===== src/rtl/timer_irq_ctrl.sv =====
// Multi-channel timer interrupt source: NUM_CH down-counters on a shared prescaler,
// per-channel pending/overrun flags and a registered, priority-encoded interrupt request.
//   state   | meaning
//   ST_IDLE | channel disabled, counter frozen
//   ST_RUN  | channel enabled, counting down on each prescaler tick
module timer_irq_ctrl #(
  parameter int NUM_CH = 4,
  parameter int CNT_W  = 16,
  parameter int PRESC  = 1,
  localparam int CH_W  = (NUM_CH > 1) ? $clog2(NUM_CH) : 1
) (
  input  logic              i_clk,
  input  logic              i_rst,
  input  logic              i_wr_en,
  input  logic [CH_W-1:0]   i_wr_ch,
  input  logic              i_wr_sel,
  input  logic [CNT_W-1:0]  i_wr_data,
  input  logic              i_ack,
  input  logic [CH_W-1:0]   i_ack_ch,
  output logic              o_int_timer,
  output logic [CH_W-1:0]   o_int_id,
  output logic [NUM_CH-1:0] o_pending,
  output logic [NUM_CH-1:0] o_overrun
);

  typedef enum logic {
    ST_IDLE = 1'b0,
    ST_RUN  = 1'b1
  } ch_state_t;

  localparam int PW = (PRESC > 1) ? $clog2(PRESC) : 1;

  logic [PW-1:0]     r_presc;
  logic              w_tick;
  logic [NUM_CH-1:0] w_pend_vec;
  logic [NUM_CH-1:0] w_mask_vec;
  logic [NUM_CH-1:0] w_irq_vec;
  logic [CH_W-1:0]   w_irq_id;

  assign w_tick = (r_presc == PW'(PRESC - 1));

  always_ff @(posedge i_clk or posedge i_rst) begin
    if (i_rst) begin
      r_presc <= '0;
    end else if (w_tick) begin
      r_presc <= '0;
    end else begin
      r_presc <= r_presc + PW'(1);
    end
  end

  for (genvar g = 0; g < NUM_CH; g++) begin : g_ch
    ch_state_t        r_state;
    ch_state_t        w_state_nxt;
    logic [CNT_W-1:0] r_cnt;
    logic [CNT_W-1:0] w_cnt_nxt;
    logic [CNT_W-1:0] r_load;
    logic [CNT_W-1:0] w_load_nxt;
    logic             r_periodic;
    logic             w_periodic_nxt;
    logic             r_mask;
    logic             w_mask_nxt;
    logic             r_pend;
    logic             w_pend_nxt;
    logic             r_ovr;
    logic             w_ovr_nxt;
    logic             w_expire;
    logic             w_ld_hit;
    logic             w_ctl_hit;
    logic             w_ack_hit;

    // Out-of-range channel numbers simply never match any g.
    assign w_ld_hit  = i_wr_en && !i_wr_sel && (i_wr_ch == CH_W'(g));
    assign w_ctl_hit = i_wr_en &&  i_wr_sel && (i_wr_ch == CH_W'(g));
    assign w_ack_hit = i_ack && (i_ack_ch == CH_W'(g));

    always_comb begin
      w_state_nxt    = r_state;
      w_cnt_nxt      = r_cnt;
      w_load_nxt     = r_load;
      w_periodic_nxt = r_periodic;
      w_mask_nxt     = r_mask;
      w_pend_nxt     = r_pend;
      w_ovr_nxt      = r_ovr;
      w_expire       = 1'b0;

      if (w_ld_hit) begin
        w_load_nxt = i_wr_data;
      end
      if (w_ctl_hit) begin
        w_periodic_nxt = i_wr_data[1];
        w_mask_nxt     = i_wr_data[2];
      end

      case (r_state)
        ST_IDLE: begin
          if (w_ctl_hit && i_wr_data[0]) begin
            w_state_nxt = ST_RUN;
            w_cnt_nxt   = r_load;
          end
        end
        ST_RUN: begin
          if (w_ctl_hit && !i_wr_data[0]) begin
            w_state_nxt = ST_IDLE;
          end else if (w_tick) begin
            if (r_cnt != '0) begin
              w_cnt_nxt = r_cnt - CNT_W'(1);
            end else begin
              w_expire = 1'b1;
              if (r_periodic) begin
                w_cnt_nxt = r_load;
              end else begin
                w_state_nxt = ST_IDLE;
              end
            end
          end
        end
      endcase

      // Expiry beats a same-edge ack so the event is never lost.
      if (w_expire) begin
        w_pend_nxt = 1'b1;
        if (r_pend && !w_ack_hit) begin
          w_ovr_nxt = 1'b1;
        end
      end else if (w_ack_hit) begin
        w_pend_nxt = 1'b0;
        w_ovr_nxt  = 1'b0;
      end
    end

    always_ff @(posedge i_clk or posedge i_rst) begin
      if (i_rst) begin
        r_state    <= ST_IDLE;
        r_cnt      <= '0;
        r_load     <= '0;
        r_periodic <= 1'b0;
        r_mask     <= 1'b0;
        r_pend     <= 1'b0;
        r_ovr      <= 1'b0;
      end else begin
        r_state    <= w_state_nxt;
        r_cnt      <= w_cnt_nxt;
        r_load     <= w_load_nxt;
        r_periodic <= w_periodic_nxt;
        r_mask     <= w_mask_nxt;
        r_pend     <= w_pend_nxt;
        r_ovr      <= w_ovr_nxt;
      end
    end

    assign w_pend_vec[g] = r_pend;
    assign w_mask_vec[g] = r_mask;
    assign o_overrun[g]  = r_ovr;
  end

  assign o_pending = w_pend_vec;
  assign w_irq_vec = w_pend_vec & w_mask_vec;

  always_comb begin
    w_irq_id = '0;
    for (int i = NUM_CH - 1; i >= 0; i--) begin
      if (w_irq_vec[i]) begin
        w_irq_id = CH_W'(i);
      end
    end
  end

  always_ff @(posedge i_clk or posedge i_rst) begin
    if (i_rst) begin
      o_int_timer <= 1'b0;
      o_int_id    <= '0;
    end else begin
      o_int_timer <= |w_irq_vec;
      o_int_id    <= w_irq_id;
    end
  end

endmodule


===== config.mk =====
export PLATFORM = sky130hd
export DESIGN_NAME = timer_irq_ctrl
export DESIGN_NICKNAME = d
export VERILOG_FILES = /design/src/rtl/timer_irq_ctrl.sv
export SDC_FILE = /design/constraint.sdc
export NUM_CORES = 1
export LEC_CHECK = 0
export CORE_MARGIN = 3
export CORE_UTILIZATION = 55
export DETAILED_ROUTE_END_ITERATION = 8
export PLACE_DENSITY = 0.87
export SLEW_MARGIN = 10
export SYNTH_ARGS = -nofsm -noshare
export SYNTH_HDL_FRONTEND = slang
export SYNTH_SLANG_ARGS = --single-unit

===== constraint.sdc =====
create_clock -name i_clk -period 5 [get_ports i_clk]
set_clock_uncertainty 0.1 [all_clocks]
set_input_delay 1 -clock i_clk [delete_from_list [all_inputs] [get_ports i_clk]]
set_output_delay 1 -clock i_clk [all_outputs]
set_load 0.05 [all_outputs]

==> metrics.md, run 1 <==
| Metric | Value |
|---|---|
| Initial antenna violation count | 0 |
| Pre-Repair DR Iteration Count | 5 |
| Area Growth Syn to Fin | 14.22% |
| Antenna diodes | 0 |
| Area leader, netlist | dfrtp_1 |
| Clk sinks | 151 |
| Max Fclk | 287.9 MHz |
| Cell count after synthesis | between 700 and 800 |
| Synth Cell Area | 0.007776 sq mm |
| Synth Net Count | 765 |
| Core area | between 0.01 and 0.015 sq mm |
| CTS tree | done |
| Row count | between 40 and 50 |
| Die Ht | ~120 um |
| Nets | slightly below 800 |
| Number of synthesized flops with an enable pin | 0 |
| CP Data Required Time | 5.21 ns |
| WP data arrival | 3.69 ns |
| Clock transition at the registers of the reported paths | 0.06 ns |
| Util after Layout | 65.51% |
| Design Area, Final | 0.008882 sq mm |
| Vias in the first global route | between 6000 and 7000 |
| Fin Setup TNS | 0 ns |
| Antenna-violating nets left | 0 |
| Number of vias per cell | 6.710 |
| Post-route DRC | 0 |
| H-Tree Depth | 4 |
| Hold_ws | 0.3911 ns |
| Post-synthesis sequential area ratio | about half |
| Hold Path Class | flip-flop to flip-flop |
| Total number of vias | 6314 |
| Setup Buffers After CTS | 0 |
| Power Total | 4.701 mW |
| Layout cells sized above 1 | 17.52% |
| Crit path kind | input pin to flip-flop |
| Total track usage | 26.11% |
| Tmin final | 3.473 ns |
| Actual slew at the worst max-slew pin | 1.173 ns |
| Maximum vdd drop | 333.7 uV |
| List of most frequent post-synthesis cells | 151 x dfrtp_1, 72 x mux2_2, 47 x nand2_1, 47 x o21ai_0 |
| Clock Path Buffers | 2 |
| Grt total ovfl | 0 |
| Ys flop type | dfrtp_1 |
| Ports | 36 |
| Final setup vio count | 0 |
| Horiz. Die Dim | 124.9 um |
| Pwr/cell area | 529.3 mW/mm^2 |
| 1st-iter DRT viols | 821 |
| Final worst-path cycle share | a little over two thirds |
| First-pass GRT wire length | 33030 um |
| Filler cells | 1024 |
| Syn Area/Cell | 10.62 sq um |
| Routed WL | 19950 um |
| Share of the synthesized area in the top cell type | 48.59% |
| Cts repair resizes | 0 |
| Crit. End Element | flip-flop |
| Post-synth cell types | 64 |
| Die area | 0.01560 sq mm |
| Most frequent cell after synthesis | dfrtp_1 |
| Async S/R FF share, synth | 100.0% |
| Critical path fanouts, max | 24 |
| GP Congestion | between 0.8 and 0.9 |
| RSZ-0062 raised after global routing | false |
| Startpoint types | input pin |
| Mean routed wirelength per cell | about 21 um |
| Port bufs | 35 |
| Slew margin rel. | a little over a fifth |
| Num CTS Buffers | 17 |
| Max-Cap Viols | 0 |
| FF+latch count, synth | 151 |
| Largest net degree at the start of global routing | 89 |
| Fin. Hold Viols | 0 |
| Synth top area cells | dfrtp_1 49%, mux2_2 10%, mux2i_1 4.4%, o21ai_0 3.0%, a2bb2oi_1 2.4% |
| Final Max Tran Viols | 0 |
| Post-DP Area | 0.008245 sq mm |
| Yosys warning count | 0 |
| Root buffer cell | clkbuf_16 |
| Status | finished clean |
| Starting Density | 57.36% |
| Clk Latency, worst-skew pair | 0.43 ns |
| Dpl hpwl | 13000 um |
| # hold bufs at CTS | 0 |
| Leak pwr | 3.652 nW |
| Flop-to-flop setup slack | approximately 1.8 ns |
## cell families (layout without fill, tap and decap cells)
family | after synthesis | in the layout | share of synthesized area (%)
and+or+nand+nor | 208 | 208 | 14.77
AOI/OAI and AO/OA | 183 | 183 | 16.07
DFF | 151 | 151 | 48.59
muxes | 106 | 106 | 14.80
buffers and inverters | 76 | 109 | 4.473
adders and majority gates | 8 | 8 | 1.287
## cell type report
| class | instances | area, sq um | area share (%) |
|---|---|---|---|
| flip-flops and latches | 151 | 3779 | 42.54 |
| clock inverters | 14 | 197.7 | 2.226 |
| inverters | 34 | 131.4 | 1.479 |
| repair buffers | 43 | 422.9 | 4.761 |
| well taps | 176 | 220.2 | 2.479 |
| multi-input cells | 505 | 3692 | 41.57 |
| clock buffers | 18 | 439.2 | 4.944 |
## where the power goes
| group | internal [mW] | switching, mW | total, mW |
|---|---|---|---|
| combinational | 0.581 | 0.707 | 1.29 |
| sequential | 1.61 | 0.427 | 2.04 |
| clock | 0.852 | 0.521 | 1.37 |
## worst max-delay path, stage by stage
cell	delay, ns
clkdlybuf4s50_1	0.82
nand4b_1	0.32
mux2_2	0.31
o21ai_0	0.10
buf_4	0.20
inv_1	0.47
o21ai_0	0.20
a22o_1	0.26
## cell usage in the layout (no fill, tap or decap), drive strengths merged, types with 8 or more instances in the layout
cell           synthesis  final
dfrtp                151    151
mux2                  72     72
o21ai                 53     53
nand2                 47     47
clkdlybuf4s50          0     35
inv                   34     35
a21oi                 34     34
mux2i                 34     34
nor2                  31     31
nor3                  27     27
a2bb2oi               21     21
o2bb2ai               20     20
nand3                 20     20
clkbuf                19     18
nand4                 14     14
nor4                  14     14
a22oi                 12     12
o22ai                  9      9
ha                     8      8
or3                    8      8
buf                   23      8
## path summary, 6_finish.rpt
kind                            cells after the start                end             start
worst max-delay path                                8   g_ch[1].r_cnt[9]          i_wr_sel
worst min-delay path                                1      g_ch[2].r_ovr     g_ch[2].r_ovr
worst max register to register                      6   g_ch[3].r_cnt[0]  g_ch[3].r_cnt[5]
worst min register to register                      1      g_ch[2].r_ovr     g_ch[2].r_ovr
max in group asynchronous                           3  g_ch[2].r_load[7]             i_rst
min in group asynchronous                           2   g_ch[0].r_cnt[3]             i_rst
## stage by stage
step                instances  setup WS [ns]
floorplan                 732          1.997
detailed placement        909          1.195
CTS                       941          1.604
global route              941          1.361
finish                    941          1.527
global placement          909          1.324
## registers in the layout, indices dropped and copies added (netlist names)
| register | count |
|---|---|
| o_int_id | 2 |
| g_ch.r_load | 64 |
| g_ch.r_ovr | 4 |
| g_ch.r_state | 4 |
| g_ch.r_mask | 4 |
| o_int_timer | 1 |
| g_ch.r_pend | 4 |
| g_ch.r_cnt | 64 |
| g_ch.r_periodic | 4 |
## routing by layer
metal | track usage [%] | share of wire [%]
met1 | 34.83 | 42
met2 | 42.14 | 49
met3 | 6.775 | 6.5
met4 | 8.355 | 2.5
met5 | 0 | 0
Note: power is estimated with default switching activity, not from simulation.
==> run 2: changes to the inputs <==
--- a/config.mk
+++ b/config.mk
@@ -6,9 +6,9 @@
 export NUM_CORES = 1
 export LEC_CHECK = 0
 export CORE_MARGIN = 3
-export CORE_UTILIZATION = 55
+export CORE_UTILIZATION = 60
 export DETAILED_ROUTE_END_ITERATION = 8
-export PLACE_DENSITY = 0.87
+export PLACE_DENSITY = 0.89
 export SLEW_MARGIN = 10
 export SYNTH_ARGS = -nofsm -noshare
 export SYNTH_HDL_FRONTEND = slang
==> constraint.sdc (replaced) <==
create_clock -name i_clk -period 3.61 [get_ports i_clk]
set_clock_uncertainty 0.1 [all_clocks]
set_input_delay 0.722 -clock i_clk [delete_from_list [all_inputs] [get_ports i_clk]]
set_output_delay 0.722 -clock i_clk [all_outputs]
set_load 0.05 [all_outputs]
==> run 2 against run 1 <==
Compared with the run above:
- hold slack worse by 0.0073 ns
- core utilization up 6.4 points
- first-iteration DRC count down 15%
- setup slack worse by 0.92 ns
- total power up 34%
- global-route usage up 0.94 points
- largest cell class unchanged
- non-clock buffer count up 8
- combinational power up 38%
- count of clock-buffer cells in the layout up 3
- register-to-register slack worse by 1.1 ns
- cell count unchanged
==> metrics.md, run 2 (synthesis results as in run 1) <==
| Metric | Value |
|---|---|
| Pre-Repair DR Iteration Count | 5 |
| Fin Setup TNS | 0 ns |
| H-Tree Depth | 4 |
| Power Total | 6.322 mW |
| Crit path kind | input pin to flip-flop |
| Commonest non-fill, non-tap cell in the layout | dfrtp_1 |
| Clk Latency, worst-skew pair | 0.42 ns |
| Clk sinks | 151 |
| Area Growth Syn to Fin | 14.34% |
| Root buffer cell | clkbuf_16 |
| Total number of vias | 6152 |
| Filler cells | 832 |
| Vias in the first global route | 5970 |
| Flop-to-flop setup slack | roughly 0.67 ns |
| Clock transition at the registers of the reported paths | roughly 0.06 ns |
| Final worst-path cycle share | 83.31% |
| Fin. Hold Viols | 0 |
| Clock Path Buffers | 2 |
| Largest registers | g_ch.r_cnt (64), g_ch.r_load (64) |
| Post-route DRC | 0 |
| Dpl hpwl | 12580 um |
| Pwr/cell area | 711.1 mW/mm^2 |
| Startpoint types | input pin |
| Nets | 793 |
| Horiz. Die Dim | between 100 and 150 um |
| Largest net degree at the start of global routing | 93 |
| Mean routed wirelength per cell | between 20 and 25 um |
| First-pass GRT wire length | roughly 31000 um |
| # hold bufs at CTS | 0 |
| Num CTS Buffers | 17 |
| Core area | 0.01236 sq mm |
| GP Congestion | about 0.88 |
| Max Fclk | 332.5 MHz |
| Critical path fanouts, max | 24 |
| CTS tree | done |
| Worst setup path start | i_wr_sel |
| 1st-iter DRT viols | around 700 |
| Grt total ovfl | 0 |
| Total track usage | 27.04% |
| Max-Cap Viols | 0 |
| Maximum vdd drop | 473.6 uV |
| Worst hold start | g_ch[0].r_mask |
| Final setup vio count | 0 |
| Worst r2r src | g_ch[3].r_cnt[8] |
| Tmin final | between 3 and 4 ns |
| WHS Path Cells | 1 |
| Slew margin rel. | between 30% and 40% |
| Starting Density | 62.90% |
| RSZ-0062 raised after global routing | false |
| Cts repair resizes | 0 |
| Ports | 36 |
| Layout cells sized above 1 | 18.11% |
| Routed WL | around 19000 um |
| Setup Buffers After CTS | 0 |
| Die area | 0.01436 sq mm |
| Die Ht | between 100 and 150 um |
| Initial antenna violation count | 0 |
| Antenna diodes | 0 |
| Worst r2r path cells | 6 |
| Final Max Tran Viols | 0 |
| WP data arrival | 3.21 ns |
| CP Data Required Time | about 3.8 ns |
| Status | finished clean |
| Most frequent cells in the layout | 151 x dfrtp_1, 72 x mux2_2, 47 x o21ai_0, 47 x nand2_1, 35 x clkdlybuf4s50_1 |
| Crit. End Element | flip-flop |
| Hold Path Class | flip-flop to flip-flop |
| Actual slew at the worst max-slew pin | 0.9390 ns |
| Leak pwr | 3.658 nW |
| Port bufs | 35 |
| Number of vias per cell | 6.538 |
| Antenna-violating nets left | 0 |
| Row count | 40 |
## run 2: cell types whose count changed in the layout (fill, tap and decap cells not counted), sizes merged
cell,previous run,this run
buf,8,16
clkinv,6,2
clkinvlp,3,7
clkbuf,18,21
bufinv,4,2
inv,35,34
## run 2: final cells by class
cell class | instances | area (sq um) | area share (%)
timing repair buffer | 51 | 495.5 | 5.573
clock inverter | 11 | 123.9 | 1.393
tap | 168 | 210.2 | 2.364
inverter | 34 | 131.4 | 1.478
clock buffer | 21 | 460.4 | 5.179
sequential | 151 | 3779 | 42.50
multi-input combinational | 505 | 3691 | 41.51
## run 2: worst max-delay path, stage by stage
cell and delay (ns):
clkdlybuf4s50_1 0.69, nand4b_1 0.32, mux2_2 0.31, o21ai_0 0.10
inv_1 0.53, o21ai_0 0.25, a22o_1 0.29
## run 2: per-stage QoR
step	util (%)	worst slack (ns)	hold slack, ns	area (sq um)	std cells
floorplan	-	0.8850	0.3427	7780	732
global placement	67.14	0.4064	0.3689	8299	909
detailed placement	67.14	0.2597	0.3725	8299	909
CTS	71.86	0.6920	0.3828	8884	941
global route	71.92	0.4524	0.4043	8891	941
finish	71.92	0.6024	0.3838	8891	941
## run 2: path summary, 6_finish.rpt
kind,end
max,g_ch[1].r_cnt[9]
min,o_int_id[0]
max reg2reg,g_ch[3].r_cnt[9]
min reg2reg,o_int_id[0]
max in group asynchronous,g_ch[1].r_cnt[5]
min in group asynchronous,g_ch[3].r_pend
## run 2: report_power, final
part	switching [mW]	leakage, nW	internal [mW]	total (mW)
Combinational	0.953	1.56	0.823	1.78
Clock	0.691	0.268	1.05	1.74
Sequential	0.569	1.83	2.23	2.80
## run 2: layer usage
layer / part of all wire [%] / track usage, %
met1: 42 / 36.51
met4: 2.3 / 9.735
met5: 0 / 0
met3: 7.6 / 6.032
met2: 48 / 43.33
